### src/rtl/bram_image_scaler.sv
// BRAM image reader with integer zoom, placed window and border colour.
// Addresses come from incremental counters; colour and syncs leave aligned.
module bram_image_scaler #(
  parameter int          IMG_W    = 384,
  parameter int          IMG_H    = 216,
  parameter int          X_OFF    = 0,
  parameter int          Y_OFF    = 0,
  parameter int          BRAM_LAT = 2,
  parameter int          ADDR_W   = 17,
  parameter int          IDX_W    = 12,
  parameter logic [11:0] BORDER   = 12'h000,
  parameter logic        SYNC_RST = 1'b1
) (
  input  logic              clk_wiz_out,
  input  logic              reset,
  input  logic [IDX_W-1:0]  x_idx,
  input  logic [IDX_W-1:0]  y_idx,
  input  logic              video_enable,
  input  logic              h_sync_in,
  input  logic              v_sync_in,
  input  logic [2:0]        scale,
  output logic [ADDR_W-1:0] bram_addr,
  input  logic [11:0]       bram_data,
  output logic [3:0]        red,
  output logic [3:0]        green,
  output logic [3:0]        blue,
  output logic              h_sync,
  output logic              v_sync,
  output logic              frame_start
);

  localparam int XW = IDX_W + 3;

  // Window extent for a given zoom; a constant mux rather than a multiplier.
  function automatic logic [XW-1:0] span(input logic [2:0] s, input int base);
    case (s)
      3'd2:    span = XW'(base * 2);
      3'd3:    span = XW'(base * 3);
      3'd4:    span = XW'(base * 4);
      3'd5:    span = XW'(base * 5);
      3'd6:    span = XW'(base * 6);
      3'd7:    span = XW'(base * 7);
      default: span = XW'(base);
    endcase
  endfunction

  logic [2:0]        scale_r;
  logic              synced;
  logic [ADDR_W-1:0] row_base, col;
  logic [2:0]        sub_x, sub_y;

  logic              fs_now, active, in_win, first_col, last_col;
  logic [2:0]        scale_in, scale_eff;
  logic [XW-1:0]     x_ext, y_ext, x_lo, y_lo, x_hi, y_hi;
  logic [ADDR_W-1:0] row_cur, col_cur;
  logic [2:0]        sub_x_cur, sub_y_cur;

  logic [BRAM_LAT:0] vid_d, win_d, hs_d, vs_d;

  // Frame-start detection, effective zoom and window decode. The frame-start
  // cycle already uses the newly latched zoom and cleared row counters.
  always_comb begin
    fs_now    = video_enable && (x_idx == '0) && (y_idx == '0);
    scale_in  = (scale == 3'd0) ? 3'd1 : scale;
    scale_eff = fs_now ? scale_in : scale_r;
    active    = synced || fs_now;
    x_ext     = XW'(x_idx);
    y_ext     = XW'(y_idx);
    x_lo      = XW'(X_OFF);
    y_lo      = XW'(Y_OFF);
    x_hi      = x_lo + span(scale_eff, IMG_W);
    y_hi      = y_lo + span(scale_eff, IMG_H);
    in_win    = video_enable && active && (x_ext >= x_lo) && (x_ext < x_hi) &&
                (y_ext >= y_lo) && (y_ext < y_hi);
    first_col = (x_ext == x_lo);
    last_col  = (x_ext == x_hi - XW'(1));
    row_cur   = fs_now ? '0 : row_base;
    sub_y_cur = fs_now ? 3'd0 : sub_y;
    col_cur   = first_col ? '0 : col;
    sub_x_cur = first_col ? 3'd0 : sub_x;
  end

  // Zoom latch, resync flag and incremental address counters.
  always_ff @(posedge clk_wiz_out or posedge reset) begin
    if (reset) begin
      scale_r     <= 3'd1;
      synced      <= 1'b0;
      frame_start <= 1'b0;
      bram_addr   <= '0;
      row_base    <= '0;
      col         <= '0;
      sub_x       <= 3'd0;
      sub_y       <= 3'd0;
    end else begin
      frame_start <= fs_now;
      if (fs_now) begin
        scale_r <= scale_in;
        synced  <= 1'b1;
      end
      if (in_win) begin
        bram_addr <= row_cur + col_cur;
        if (sub_x_cur == scale_eff - 3'd1) begin
          sub_x <= 3'd0;
          col   <= col_cur + ADDR_W'(1);
        end else begin
          sub_x <= sub_x_cur + 3'd1;
          col   <= col_cur;
        end
      end
      if (in_win && last_col) begin
        if (sub_y_cur == scale_eff - 3'd1) begin
          sub_y    <= 3'd0;
          row_base <= row_cur + ADDR_W'(IMG_W);
        end else begin
          sub_y    <= sub_y_cur + 3'd1;
          row_base <= row_cur;
        end
      end else if (fs_now) begin
        sub_y    <= 3'd0;
        row_base <= '0;
      end
    end
  end

  // Flag delay line covering the address register and the BRAM read.
  always_ff @(posedge clk_wiz_out or posedge reset) begin
    if (reset) begin
      vid_d <= '0;
      win_d <= '0;
      hs_d  <= {(BRAM_LAT+1){SYNC_RST}};
      vs_d  <= {(BRAM_LAT+1){SYNC_RST}};
    end else begin
      vid_d <= {vid_d[BRAM_LAT-1:0], video_enable && active};
      win_d <= {win_d[BRAM_LAT-1:0], in_win};
      hs_d  <= {hs_d[BRAM_LAT-1:0], h_sync_in};
      vs_d  <= {vs_d[BRAM_LAT-1:0], v_sync_in};
    end
  end

  // Colour register: blank, border or pixel, with syncs on the same edge.
  always_ff @(posedge clk_wiz_out or posedge reset) begin
    if (reset) begin
      {red, green, blue} <= 12'h000;
      h_sync             <= SYNC_RST;
      v_sync             <= SYNC_RST;
    end else begin
      if (!vid_d[BRAM_LAT])      {red, green, blue} <= 12'h000;
      else if (!win_d[BRAM_LAT]) {red, green, blue} <= BORDER;
      else                       {red, green, blue} <= bram_data;
      h_sync <= hs_d[BRAM_LAT];
      v_sync <= vs_d[BRAM_LAT];
    end
  end

endmodule

### config.mk
export PLATFORM = sky130hd
export DESIGN_NAME = bram_image_scaler
export DESIGN_NICKNAME = d
export VERILOG_FILES = /design/src/rtl/bram_image_scaler.sv
export SDC_FILE = /design/constraint.sdc
export NUM_CORES = 1
export LEC_CHECK = 0
export ABC_AREA = 1
export BUFFER_PORTS_ARGS = -buffer_cell sky130_fd_sc_hd__buf_2
export CAP_MARGIN = 5
export CORE_MARGIN = 2
export CORE_UTILIZATION = 59
export DETAILED_ROUTE_END_ITERATION = 10
export PLACE_DENSITY_LB_ADDON = 0.25
export REMOVE_ABC_BUFFERS = 1
export SKIP_CTS_REPAIR_TIMING = 1
export SLEW_MARGIN = 10
export SYNTH_ARGS = -nofsm -noshare
export SYNTH_HDL_FRONTEND = slang
export SYNTH_SLANG_ARGS = --single-unit
### constraint.sdc
create_clock -name clk_wiz_out -period 4.2 [get_ports clk_wiz_out]
set_clock_uncertainty 0.2 [all_clocks]
set_input_delay 0.63 -clock clk_wiz_out [delete_from_list [all_inputs] [get_ports clk_wiz_out]]
set_output_delay 0.63 -clock clk_wiz_out [all_outputs]
set_load 0.05 [all_outputs]
## Word-level counts from Yosys, hierarchy flattened

Cells that the tools add are included.

- Register bits after elaboration: 88
- Bits in latches: 0
- Memory bits (writable): 0
- Memory bits (read-only): 0
- Input port bits: 44
- Output and inout port bits: 32
- Word-level logic and storage cells: 65
- Memories kept: 0

- $add $sub $neg: 7
- Multiply operators: 0
- Div/mod/pow operators: 0
- Magnitude comparators: 2
- Equal/unequal tests: 9
- Shift-type cells: 0
- Mux-type cells: 20
- Bitwise logic cells: 0
- Reduce and logical (&&, ||, !) cells: 10

Operators with widths:

| cell | number |
|---|---|
| $mux W17 | 5 |
| $pmux W12 S6 | 1 |
| $pmux W11 S6 | 1 |
| $lt A12 B15 Y1 | 2 |
| $logic_not A12 Y1 | 2 |
| $mux W4 | 6 |
| $mux W3 | 7 |
| $add A17 B1 Y17 const B | 1 |
| $add A17 B17 Y17 | 1 |
| $add A17 B9 Y17 const B | 1 |
| $eq A12 B15 Y1 | 1 |
| $sub A15 B1 Y15 const B | 1 |
| $eq A3 B3 Y1 const B | 4 |
| $add A3 B1 Y3 const B | 2 |
| $eq A3 B2 Y1 const B | 2 |
| $eq A3 B3 Y1 | 2 |
| $logic_and A1 B1 Y1 | 6 |
| $logic_not A3 Y1 | 1 |
| $sub A3 B1 Y3 const B | 1 |
| $logic_or A1 B1 Y1 | 1 |

## Longest topological paths before layout

Gate-level depths: netlist of run 1.

- Depth in word-level cells: 11
- Depth in mapped cells: 28
- Gate-level depth less buffers: 27

## Worst setup path after synthesis of run 1

OpenSTA, ideal clock, no wires.

- Path type: input-to-reg
- Start point: input x_idx[7]
- End point: register row_base[15]
- Setup time: 0.117 ns
- Data arrival time: 4.023 ns
- Required time: 3.883 ns
- Slack: -0.140 ns
- Stages on the path: 27
- Buffers on the path: 3
- Cells stage by stage: inv_2 nand2_1 nor2_2 nand2_2 nor2_8 nand2_4 inv_1 clkbuf_1 nor2_1 nor2_1 inv_1 ha_1 nand3_2 inv_1 nor3_1 ha_1 inv_1 nor2_1 o211ai_1 nand2_1 a2111oi_0 a21boi_4 buf_6 buf_6 nand3_1 nand2_1 nand2_1

- Word-level cells in the longest chain between the ends: 11
- Elaborated cells on any way between the ends: 28
- Classes of those cells: 3 x add/sub; 2 x order compare; 8 x eq/ne; 7 x mux; 8 x reduce/logical

Ends and longest elaborated chain:

| what | RTL line | text |
|---|---|---|
| start, declared | 16 | `input logic [IDX_W-1:0] x_idx,` |
| $logic_not A12 Y1 (*) | 63 | `fs_now = video_enable && (x_idx == '0) && (y_idx == '0);` |
| $logic_and A1 B1 Y1 (*) (2 in a row) | 63 |  |
| named net fs_now | 52 | `logic fs_now, active, in_win, first_col, last_col;` |
| $mux W3 (*) | - |  |
| named net scale_eff[1] | 53 | `logic [2:0] scale_in, scale_eff;` |
| branches (longest 6 deep; another with $sub A15 B1 Y15) | - |  |
| $mux W17 (*) | 110 | `if (in_win && last_col) begin` |
| end signal, assigned | 113 | `row_base <= row_cur + ADDR_W'(IMG_W);` |
| end signal, assigned | 116 | `row_base <= row_cur;` |
| end, declared | 49 | `logic [ADDR_W-1:0] row_base, col;` |

Mark *: on every way through the listed nets, which the timed path passes.
A chain may end at the register's enable or synchronous reset.

## Final worst setup path of run 1

- Start point: input x_idx[11]
- End point: register row_base[9]

- Word-level cells in the longest chain between the ends: 11
- Elaborated cells on any way between the ends: 28
- Classes of those cells: 3 x add/sub; 2 x order compare; 8 x eq/ne; 7 x mux; 8 x reduce/logical

Ends and longest elaborated chain:

| what | RTL line |
|---|---|
| $logic_not A12 Y1 (*) | 63 |
| $logic_and A1 B1 Y1 (*) (2 in a row) | 63 |
| $mux W3 (*) | - |
| named net scale_eff[0] | 53 |
| branches (longest 6 deep; another with $sub A15 B1 Y15) | - |
| $mux W17 (*) | 110 |

Marked as above.

==> out/qor.yml, run 1 <==
h-tree-depth: 3
synth.lib_cells_used.distinct: 39
worstReg2RegStart: "scale_r[0]"
worstMarginPinSlew_ns: 0.716
status: "finished, final reports clean"
final_cell_mix: "nand2_1, inv_1, dfrtp_1"
cts_buffers: 9
clock_latency_ns: 0.36
finalWirelength_mm: 13.7
holdCritPathClass: "flop to flop"
syn_inst: 768
grt-ovfl-total: 0
dr.pass1.iters: 5
ant_nets: 0
grt_util_all_layers_pct: 27.3
synth_seq_area_share_pct: 38.8
slew_violations: 0
drc: 0
via_count: 5339
clkSinkCount: 88
timing.fmax_ghz: 0.252
utilization_pct: 73.5
synth_seq_cells: 88
seqCellArea_mm2: 0.00221
wire_per_inst_um: 13.3
clockBufferDepth: 2
n_antenna_cell: 0
multi_input_area_mm2: 0.00294
p_per_area_mw_per_mm2: 390
p_leak_uw: 0.00390
io_buffers: 75
synth_top_area_cell: "dfrtp_1"
final.setup.tns_ns: 0
critical_path_arrival_ns: 4.07
slowest_stage: "a2111oi_2"
grt_pass1_wl_mm: 22.8
finalSetupViolations: 0
io_pins: 76
core_area_mm2: 0.00933
min-delay-start: "win_d[1]"
antenna_found_initial: 0
place_congestion: 0.889
drive_gt1_share_pct: 22.5
clockRootBuffer: "clkbuf_8"
yosys_warnings: 0
grt_max_degree: 48
critPathMaxFanout: 9
maxCapViolations: 0
synth_area_leaders: "dfrtp_1, nand2_1, ha_1"
critical_path_class: "primary input to flop"
area_growth_pct: 20.0
critical_path.startpoint: "x_idx[11]"
clk_pin_slew_ns: 0.10
cts_tree: "built"
syn_area_mm2: 0.00571
crit_path_end_kind: "flop"
syn_area_per_cell_um2: 7.44
die_w_um: 102
synth_top_area_share_pct: 34.6
die_area_mm2: 0.0105
start_kind: "primary input"
irDropWorstVdd_uv: 245
period_share_pct: 94.4
nets: 975
vias_per_cell: 5.20
rows: 35
numPlacedInstances: 1005
post-route-min-period_ns: 3.96
dpl.hpwl_mm: 10.2
final_cells: 1026
drt_iter0_markers: 259
die_y_um: 102
hold_violations: 0
start_util_pct: 61.2
max_stage_delay_ns: 0.36
timing.slew.headroom_pct: 52.2
grt_pass1_vias: 5227
mostFrequentLayoutCell: "nand2_1"
whs_ns: 0.146
fill_cells: 740
cp.required_ns: 4.30
-- cells in the mapped netlist, drive strengths merged --
cell	number
xor2	24
dfrtp	79
inv	126
a211o	1
buf	14
a31oi	1
o21bai	3
nor4	3
nand2	213
and3	1
a21boi	2
nor3	12
o31ai	2
ha	38
clkbuf	5
nor2	89
nand4	22
nor3b	2
fa	1
nand3	42
o211ai	2
dfstp	9
a21oi	21
o21ai	46
nor2b	1
a2111oi	1
xnor2	7
a221oi	1
-- worst max-delay path, delay by kind of cell --
kind / cells / cell delay [ns]
AOI/OAI and AO/OA: 5 / 1.25
and+or+nand+nor: 11 / 0.94
buffers and inverters: 7 / 0.74
adders and majority gates: 2 / 0.49
-- logic make-up (layout without fill, tap and decap cells) --
logic type                 Yosys count  count (layout)  synth area share [%]
AOI/OAI and AO/OA                   80              80                  7.95
adders and majority gates           39              39                  8.67
DFF                                 88              88                  38.8
buffers and inverters              145             274                  10.5
xor gates and xnor gates            31              31                  4.75
and+or+nand+nor                    385             385                  29.4
-- layer usage --
metal	track usage (%)	share of wire [%]
met5	0	0
met4	8.31	1.9
met3	5.47	5.4
met2	48.4	50
met1	33.6	42
-- registers in the layout, summed over array words and instances, names as in the netlist, 4 cells and up --
register	flops
bram_addr	17
red	4
row_base	17
green	4
blue	4
col	17
-- path summary, 6_finish.rpt --
path	slack, ns	depth (start not counted)	to
worst max-delay path	0.24	25	row_base[9]
worst min-delay path	0.15	0	win_d[2]
worst max register to register	0.72	18	row_base[9]
worst min register to register	0.15	0	win_d[2]
max in group asynchronous	2.59	3	col[10]
min in group asynchronous	0.16	2	blue[0]
-- cell type report --
cell class	count	share of cell area, %
inverter	126	6.92
timing repair buffer	132	12.7
tap	129	2.35
multi-input combinational	535	42.9
clock inverter	6	0.986
sequential	88	32.3
clock buffer	10	1.86
-- power breakdown --
group	internal, uW	switching, uW	leakage, uW	total, uW
Sequential	965	56.1	0.00107	1020
Combinational	337	715	0.00274	1050
Clock	279	323	0.0000933	602
Total	1580	1090	0.00390	2680
-- per-stage QoR --
stage,cell area (um2),power [uW],setup slack [ns]
6_report,6860,2680,0.237
5_1_grt,6860,2860,-0.0306
4_1_cts,6750,2680,0.0714
3_5_place_dp,6550,2080,-0.278
3_3_place_gp,6550,2050,-0.0495
2_1_floorplan,5580,1810,-1.02
No activity file was read; power rests on OpenSTA's default activity.
==> run 2, diff against run 1 <==
--- a/config.mk
+++ b/config.mk
@@ -8,8 +8,10 @@
 export ABC_AREA = 1
 export BUFFER_PORTS_ARGS = -buffer_cell sky130_fd_sc_hd__buf_2
 export CAP_MARGIN = 5
+export CORE_ASPECT_RATIO = 1.75
 export CORE_MARGIN = 2
-export CORE_UTILIZATION = 59
+export CORE_UTILIZATION = 60
+export CTS_BUF_LIST = sky130_fd_sc_hd__clkbuf_4 sky130_fd_sc_hd__clkbuf_8
 export DETAILED_ROUTE_END_ITERATION = 10
 export PLACE_DENSITY_LB_ADDON = 0.25
 export REMOVE_ABC_BUFFERS = 1
==> out/qor.yml, run 2 (synthesis results as in run 1) <==
p_clk_share_pct: 22.6  # was 22.5%
critical_path_arrival_ns: 3.96  # was 4.07 ns
dpl.hpwl_mm: 11.4  # was 10.2 mm
clock_latency_ns: 0.35  # was 0.36 ns
io_buffers: 75  # unchanged
fill_cells: 727  # was 740
worstReg2RegStart: "scale_r[0]"  # unchanged
critical_path_class: "primary input to flop"  # unchanged
holdCritPathClass: "flop to flop"  # unchanged
h-tree-depth: 3  # unchanged
top_regs: "bram_addr (17), col (17), row_base (17)"  # unchanged
via_count: 5504  # was 5339
min-delay-start: "vid_d[1]"  # was win_d[1]
cp.required_ns: 4.24  # was 4.30 ns
start_kind: "primary input"  # unchanged
timing.fmax_ghz: 0.255  # was 0.252 GHz
place_congestion: 0.933  # was 0.889
clockRootBuffer: "clkbuf_8"  # unchanged
clk_pin_slew_ns: 0.09  # was 0.10 ns
critical_path.startpoint: "x_idx[6]"  # was x_idx[11]
antenna_found_initial: 0  # unchanged
n_antenna_cell: 0  # unchanged
pwr-share-seq_pct: 37.5  # was 38.2%
cts_buffers: 9  # unchanged
finalWirelength_mm: 15.0  # was 13.7 mm
nets: 976  # was 975
die_w_um: 77.8  # was 102 um
whs_ns: 0.153  # was 0.146 ns
grt_max_degree: 45  # was 48
timing.slew.headroom_pct: 63.1  # was 52.2%
setup_ws_ns: 0.286  # was 0.237 ns
critPathMaxFanout: 33  # was 9
ff2ff_path_depth: 17  # was 18
wire_per_inst_um: 14.7  # was 13.3 um
p_per_area_mw_per_mm2: 399  # was 390 mW/mm2
ant_nets: 0  # unchanged
final.setup.tns_ns: 0  # unchanged
combPwrFrac_pct: 39.9  # was 39.3%
hold_violations: 0  # unchanged
status: "finished, final reports clean"  # unchanged
switching_share_pct: 41.4  # was 40.9%
post-route-min-period_ns: 3.91  # was 3.96 ns
worstMarginPinSlew_ns: 0.553  # was 0.716 ns
r2r-end: "bram_addr[13]"  # was row_base[9]
slew_violations: 0  # unchanged
p_leak_uw: 0.00393  # was 0.00390 uW
crit_path_end_kind: "flop"  # unchanged
period_share_pct: 93.2  # was 94.4%
grt_util_all_layers_pct: 29.9  # was 27.3%
drive_gt1_share_pct: 22.5  # about the same
core_area_mm2: 0.00935  # was 0.00933 mm2
hold_end: "vid_d[2]"  # was win_d[2]
die_y_um: 133  # was 102 um
utilization_pct: 73.4  # was 73.5%
vias_per_cell: 5.40  # was 5.20
start_util_pct: 61.1  # was 61.2%
maxCapViolations: 0  # unchanged
area_growth_pct: 20.2  # was 20.0%
rows: 47  # was 35
finalSetupViolations: 0  # unchanged
irDropWorstVdd_uv: 288  # was 245 uV
mostFrequentLayoutCell: "nand2_1"  # unchanged
multi_input_area_mm2: 0.00294  # about the same
clockBufferDepth: 2  # unchanged
dr.pass1.iters: 5  # unchanged
cts_tree: "built"  # unchanged
die_area_mm2: 0.0103  # was 0.0105 mm2
grt_pass1_vias: 5586  # was 5227
rrSetupSlack_ns: 0.71  # was 0.72 ns
drc: 0  # unchanged
seqCellArea_mm2: 0.00221  # unchanged
placed_area_mm2: 0.00654  # was 0.00655 mm2
io_pins: 76  # unchanged
switchingPower_uw: 1140  # was 1090 uW
clkSinkCount: 88  # unchanged
grt_pass1_wl_mm: 24.8  # was 22.8 mm
grt-ovfl-total: 0  # unchanged
hold_depth: 0  # unchanged
fin_area_mm2: 0.00687  # was 0.00686 mm2
final_cell_mix: "nand2_1, inv_1, dfrtp_1"  # unchanged
p_int_uw: 1610  # was 1580 uW
drt_iter0_markers: 237  # was 259
pre_cts_ws_ns: -0.285  # was -0.278 ns
## run 2: cell count changes in the layout (fill, tap and decap cells not counted), sizes merged
cell | previous run | this run
clkinv | 2 | 3
clkinvlp | 2 | 1
inv | 127 | 126
dlygate4sd3 | 0 | 1
clkbuf | 11 | 12
## run 2: critical path: stages
cell and delay (ns):
buf_2 0.11, inv_2 0.05, nand2_1 0.05, nor2_2 0.12
nand2_2 0.10, nor2_8 0.18, nand2_4 0.06, inv_1 0.07
nor2_1 0.05, nor2_2 0.20, inv_2 0.08, ha_2 0.19
o21ai_2 0.17, nand2_2 0.08, inv_1 0.10, nor3_2 0.05
ha_1 0.26, inv_1 0.05, nor2_1 0.03, o211ai_1 0.15
nand2_1 0.10, a2111oi_2 0.31, a21boi_4 0.25, buf_12 0.15
inv_2 0.04, buf_12 0.15, nand2_1 0.07, o21ai_0 0.07
## run 2: how the worst max path moves through the flow
| stage | cells past startpoint | endpoint |
|---|---|---|
| after global placement | 26 | bram_addr[13] |
| after floorplan | 24 | bram_addr[13] |
| after global routing | 28 | bram_addr[4] |
| final | 28 | bram_addr[13] |
| after CTS | 26 | row_base[9] |
| after detailed placement | 26 | row_base[9] |
## run 2: power by group through the flow
stage | registers [uW] | logic (uW) | clock network, uW
final | 1030 | 1090 | 619
after global routing | 1040 | 1190 | 658
after CTS | 1030 | 1090 | 623
after detailed placement | 1040 | 1080 | 0
after global placement | 1040 | 1040 | 0
after floorplan | 1250 | 554 | 0
## run 2: layout make-up
cell class / count / share of cell area, %
clock buffer: 11 / 2.11
clock inverter: 5 / 0.929
inverter: 126 / 6.91
multi-input combinational: 535 / 42.8
sequential: 88 / 32.2
tap: 122 / 2.22
timing repair buffer: 133 / 12.8
## run 2: layer usage
layer | track usage [%] | vias to the layer above | share of wire, %
met2 | 57.2 | 172 | 56
met4 | 17.7 | 0 | 5.6
li1 | - | 2670 | -
met5 | 0 | - | 0
met3 | 3.68 | 56 | 2.9
met1 | 29.9 | 2606 | 36
## run 2: through the flow
| step | cells | total power (uW) |
|---|---|---|
| finish | 1020 | 2740 |
| global route | 1020 | 2890 |
| CTS | 1014 | 2740 |
| detailed placement | 998 | 2120 |
| global placement | 998 | 2080 |
| floorplan | 749 | 1810 |
